--- src/rtl/regfile_pkg.sv ---
// Shared register-file definitions: geometry, write-back requester indices and
// the write-port record used by the write-back arbiter and its bench.
package regfile_pkg;

    localparam int REG_ADDR_WIDTH = 5;
    localparam int REG_DATA_WIDTH = 32;
    localparam int WB_NREQ        = 3;

    // Fixed requester slots on the write-back arbiter
    localparam int REQ_ALU  = 0;
    localparam int REQ_LOAD = 1;
    localparam int REQ_CSR  = 2;

    // x0 is hard-wired to zero; writes to it are consumed but never land
    localparam logic [REG_ADDR_WIDTH-1:0] REG_ZERO = '0;

    // One registered write-port transaction at the default geometry
    typedef struct packed {
        logic                      we;
        logic [REG_ADDR_WIDTH-1:0] addr;
        logic [REG_DATA_WIDTH-1:0] data;
    } wb_write_t;

endpackage : regfile_pkg

--- src/rtl/rr_arbiter.sv ---
// Round-robin arbiter: one-hot combinational grant, rotating priority pointer.
// The requester at the pointer has highest priority; after a grant to i the
// pointer moves to i+1 (mod N). With no grant, or with en low, it holds.
module rr_arbiter #(
    parameter int N = 3
) (
    input  logic         clk,
    input  logic         rst_n,
    input  logic [N-1:0] req,
    input  logic         en,
    output logic [N-1:0] gnt
);

    localparam int PW  = (N > 1) ? $clog2(N) : 1;
    localparam int PW1 = PW + 1;

    logic [PW-1:0] r_ptr;
    logic [PW-1:0] w_gnt_idx;
    logic          w_any;

    // Scan requesters from the pointer upward, wrapping, and grant the first valid one
    always_comb begin
        logic [PW1-1:0] w_idx;
        // NOTE: every variable gets a default before the loop so no path leaves it unassigned (no latch).
        gnt       = '0;
        w_any     = 1'b0;
        w_gnt_idx = '0;
        w_idx     = '0;
        for (int k = 0; k < N; k++) begin
            w_idx = {1'b0, r_ptr} + PW1'(k);
            if (w_idx >= PW1'(N)) begin
                w_idx = w_idx - PW1'(N);
            end
            if (en && !w_any && req[w_idx[PW-1:0]]) begin
                gnt[w_idx[PW-1:0]] = 1'b1;
                w_any              = 1'b1;
                w_gnt_idx          = w_idx[PW-1:0];
            end
        end
    end

    // Advance the pointer past the winner; hold it when nothing was granted
    always_ff @(posedge clk or negedge rst_n) begin
        // NOTE: state registers use non-blocking assignments so every flop samples pre-edge values.
        if (!rst_n) begin
            r_ptr <= '0;
        end else if (w_any) begin
            r_ptr <= (w_gnt_idx == PW'(N - 1)) ? '0 : w_gnt_idx + PW'(1);
        end
    end

endmodule : rr_arbiter

--- src/rtl/regfile_wb_arbiter.sv ---
// Write-back arbiter and sequencer for the register file's single write port.
// NREQ producers compete through a round-robin arbiter; the winner is
// registered onto we3/a3/wd3 one cycle after the grant. Writes to x0 are
// consumed but keep we3 low.
// Optional feature macro: WB_ARB_BYPASS_EN -- forwards the in-flight
// registered write to rd1/rd2; when undefined rd1/rd2 are pure pass-through.
module regfile_wb_arbiter
    import regfile_pkg::*;
#(
    parameter int NREQ       = WB_NREQ,
    parameter int ADDR_WIDTH = REG_ADDR_WIDTH,
    parameter int DATA_WIDTH = REG_DATA_WIDTH
) (
    input  logic                       clk,
    input  logic                       rst_n,
    input  logic                       flush,
    input  logic [NREQ-1:0]            req_valid,
    input  logic [NREQ*ADDR_WIDTH-1:0] req_addr,
    input  logic [NREQ*DATA_WIDTH-1:0] req_data,
    output logic [NREQ-1:0]            req_ready,
    output logic                       we3,
    output logic [ADDR_WIDTH-1:0]      a3,
    output logic [DATA_WIDTH-1:0]      wd3,
    input  logic [ADDR_WIDTH-1:0]      ra1,
    input  logic [ADDR_WIDTH-1:0]      ra2,
    input  logic [DATA_WIDTH-1:0]      rf_rd1,
    input  logic [DATA_WIDTH-1:0]      rf_rd2,
    output logic [DATA_WIDTH-1:0]      rd1,
    output logic [DATA_WIDTH-1:0]      rd2
);

    logic [NREQ-1:0]       w_gnt;
    logic                  w_arb_en;
    logic [ADDR_WIDTH-1:0] w_sel_addr;
    logic [DATA_WIDTH-1:0] w_sel_data;

    logic                  r_we;
    logic [ADDR_WIDTH-1:0] r_a;
    logic [DATA_WIDTH-1:0] r_d;

    // No grants during flush, and none while reset is held
    assign w_arb_en = rst_n & ~flush;

    rr_arbiter #(
        .N (NREQ)
    ) u_rr_arbiter (
        .clk   (clk),
        .rst_n (rst_n),
        .req   (req_valid),
        .en    (w_arb_en),
        .gnt   (w_gnt)
    );

    assign req_ready = w_gnt;

    // One-hot AND-OR mux picks the granted requester's address and data
    always_comb begin
        w_sel_addr = '0;
        w_sel_data = '0;
        for (int i = 0; i < NREQ; i++) begin
            if (w_gnt[i]) begin
                w_sel_addr |= req_addr[i*ADDR_WIDTH +: ADDR_WIDTH];
                w_sel_data |= req_data[i*DATA_WIDTH +: DATA_WIDTH];
            end
        end
    end

    // Register the winning write; x0 targets and idle cycles leave we3 low
    always_ff @(posedge clk or negedge rst_n) begin
        if (!rst_n) begin
            r_we <= 1'b0;
            r_a  <= '0;
            r_d  <= '0;
        end else if (|w_gnt) begin
            r_we <= (w_sel_addr != ADDR_WIDTH'(REG_ZERO));
            r_a  <= w_sel_addr;
            r_d  <= w_sel_data;
        end else begin
            r_we <= 1'b0;
        end
    end

    assign we3 = r_we;
    assign a3  = r_a;
    assign wd3 = r_d;

`ifdef WB_ARB_BYPASS_EN
    // The registered write lands at the next edge; forward it to matching readers now
    assign rd1 = (r_we && (r_a == ra1) && (ra1 != ADDR_WIDTH'(REG_ZERO))) ? r_d : rf_rd1;
    assign rd2 = (r_we && (r_a == ra2) && (ra2 != ADDR_WIDTH'(REG_ZERO))) ? r_d : rf_rd2;
`else
    logic w_unused_ra;

    assign rd1         = rf_rd1;
    assign rd2         = rf_rd2;
    assign w_unused_ra = ^{ra1, ra2};
`endif

endmodule : regfile_wb_arbiter

--- config.mk ---
export PLATFORM = sky130hd
export DESIGN_NAME = regfile_wb_arbiter
export DESIGN_NICKNAME = d
export VERILOG_FILES = /design/src/rtl/regfile_pkg.sv /design/src/rtl/rr_arbiter.sv /design/src/rtl/regfile_wb_arbiter.sv
export SDC_FILE = /design/constraint.sdc
export NUM_CORES = 1
export LEC_CHECK = 0
export ABC_AREA = 1
export CELL_PAD_IN_SITES_DETAIL_PLACEMENT = 1
export CELL_PAD_IN_SITES_GLOBAL_PLACEMENT = 2
export CORE_MARGIN = 1
export CORE_UTILIZATION = 14
export DETAILED_ROUTE_END_ITERATION = 7
export PLACE_DENSITY_LB_ADDON = 0.05
export SYNTH_ARGS = -nofsm -noshare
export SYNTH_HDL_FRONTEND = slang
export SYNTH_SLANG_ARGS = --single-unit
--- constraint.sdc ---
create_clock -name clk -period 2.95 [get_ports clk]
set_input_delay 0.59 -clock clk [delete_from_list [all_inputs] [get_ports clk]]
set_output_delay 0.59 -clock clk [all_outputs]
set_load 0.01 [all_outputs]
==> run metrics <==
status complete, no violations; DR WL/cell 15.8 µm; die height 152 µm; number of I/O port buffers 157; Psw 2.01 mW; synth cell count leaders 115 x nand2_1, 66 x buf_4, 46 x inv_1, 40 x dfrtp_1, 28 x a21oi_1; Int Power 2.51 mW; Post-DP Area 4600 µm²; worst-case clock buffer depth 2; Total GRT Usage 11.0%; Register-to-Register Path Depth 16; Least-Margin Pin Slew 0.643 ns; Yosys reg bits 40; Worst-path clk slew 0.07 ns; Reg-to-Reg Start u_rr_arbiter.r_ptr[0]$_DFFE_PN0P_; H-tree Lvls 2; CTS Sinks 40; initial antenna violation count 1; Hold-fix buffers, CTS 0; die area 23000 µm²; r2r endpoint wd3[9]$_DFFE_PN0P_; Initial Util 14.3%; top-area cell type share of the netlist area 31.9%; vias per cell 3.69; sequential fraction of the synthesis area 31.9%; Critical Path End Type primary output; critical path fanouts, max 6; FFs w/ async S/R, synth 100%; layout cell share with drive strength beyond 1 17.3%; final slew viol count 0; post-synth cell types 26; DRT iter0 DRCs 51; top-count cell post-synth nand2_1; final net count 713; top post-synthesis cells by area dfrtp_1 32%, buf_4 16%, nand2_1 14%, inv_1 5.5%, nand2_2 4.6%; Post-DP HPWL 9590 µm; gp weighted congestion 0.713; num rows 54; Residual DRC 0; number of CTS-inserted buffers 5; register area 1000 µm²; Worst Hold Slack 0.417 ns; WS Path Type register to primary output; max_cap viols 0; via count 2950; Period Utilization, post-route 94.0%; Final Hold Fails 0; fmax 361 MHz; biggest area consumer among synthesized cells dfrtp_1; FF-to-FF setup slack 0.32 ns; Die X 152 µm; Synth Flop Type dfrtp_1; root buffer cell clkbuf_16; Switching Share 44.5%; multi-input logic area 1320 µm²; Final min period 2.77 ns; TritonCTS clock tree built; Final setup viols 0; core area 21900 µm²; Post-synth EDFFs 0; DR pass1 iterations 4; Worst VDD drop 0.295 mV; Synth Instances 415; Arr. time, crit path 2.18 ns; largest net degree at the start of global routing 41; RSZ-0062 raised after global routing false; vias in the first global route 3099; Lkg Pwr 2.12 nW; Slew headroom 57.1%; Layout area overhead 51.7%; Seq pwr share 21.8%; Synth Cell Area 3130 µm²; Clock Latency Late Sink 0.30 ns; Clock Skew 0.00944 ns; combinational fraction of design power 65.4%; fillers 2623; Ant. Diodes 0; first-pass GRT wire length 18300 µm; Setup crit start kind register; PwrDens 951 nW/µm²; grt ovf 0; Synth warnings 0; design area 4750 µm²; Mean Syn Cell Area 7.55 µm²; clock share of power 12.9%; WP data required 2.36 ns; DRT Wirelength 12700 µm; net count after synthesis 610; Ports 296; Hold Path Class input port to asynchronous set/reset pin; ANT nets after route 0
## registers in the layout, summed over array words and instances, names as in the netlist
signal	count
u_rr_arbiter.r_ptr	2
a3	5
we3	1
wd3	32
## layout make-up
type                    count  area share (%)
flip-flops and latches     40            21.1
inverters                  50            3.95
clock buffers               5            2.63
well taps                 280            7.37
multi-input cells         245            27.8
repair buffers            176            36.7
clock inverters             3           0.395
## worst max path at each step
stage	startpoint	endpoint
4_1_cts	u_rr_arbiter.r_ptr[0]$_DFFE_PN0P_	req_ready[1]
6_report	u_rr_arbiter.r_ptr[0]$_DFFE_PN0P_	req_ready[1]
3_5_place_dp	req_valid[2]	req_ready[1]
5_1_grt	u_rr_arbiter.r_ptr[0]$_DFFE_PN0P_	req_ready[2]
2_1_floorplan	u_rr_arbiter.r_ptr[0]$_DFFE_PN0P_	req_ready[1]
3_3_place_gp	req_valid[0]	req_ready[1]
## logic make-up (layout without fill, tap and decap cells)
family                     after synthesis  after routing  synth area share [%]
buffers and inverters                  130            234                  26.0
adders and majority gates                4              4                  1.60
AOI/OAI and AO/OA                       75             75                  14.9
DFF                                     40             40                  31.9
and+or+nand+nor                        166            166                  25.6
## layout by cell type, fill, tap and decap left out, types with 3 or more instances in the layout
cell	netlist	final
a21oi_1	28	28
a21oi_2	5	5
buf_12	0	3
buf_4	66	15
clkbuf_16	0	5
clkdlybuf4s50_1	0	153
dfrtp_1	40	40
dlygate4sd2_1	0	3
inv_1	46	46
inv_2	4	4
nand2_1	115	114
nand2_2	23	24
nand3_1	9	9
nand4_1	3	3
nor2_1	4	4
nor2_4	4	4
o21ai_0	7	7
o21ai_1	18	18
o21ai_2	11	11
o21bai_2	4	4
## power by group through the flow
stage	clock (mW)	combinational (mW)	sequential [mW]
CTS	0.613	3.07	0.989
global route	0.626	3.30	1.03
detailed placement	0	3.06	0.996
finish	0.582	2.95	0.983
floorplan	0	1.64	1.12
global placement	0	3.04	0.988
## per-layer routing
metal | track usage, % | up-vias | wire [µm]
met5 | 0 | - | 10
met3 | 3.20 | 29 | 884
li1 | - | 1437 | -
met2 | 18.5 | 98 | 6020
met1 | 13.4 | 1384 | 5550
met4 | 3.47 | 2 | 197
## metrics by stage
stage               std cells  power (mW)  setup TNS (ns)  worst slack (ns)  utilization (%)
floorplan                 415        2.75               0             0.698                -
global placement          791        4.03               0           0.00378             21.0
detailed placement        791        4.06         -0.0191           -0.0191             21.0
CTS                       799        4.67               0             0.130             21.7
global route              799        4.96               0           0.00962             21.7
finish                    799        4.52               0             0.177             21.7
## repair_timing
item / 4_1_cts / 5_1_grt
setup endpoints to repair: 3 / 1
gates resized for setup: 5 / 1
buffers inserted: 0 / 0
## critical path, cell delays in order, from the launching register on
cell           delay, ns
dfrtp_1             0.41
inv_1               0.11
ha_2                0.34
nand2_1             0.09
nand2_1             0.06
nor2_2              0.12
nor2_4              0.06
buf_4               0.14
nand2_4             0.10
nand4_4             0.09
nand2_2             0.08
dlygate4sd2_1       0.30
Power figures use the tool's default switching activity.
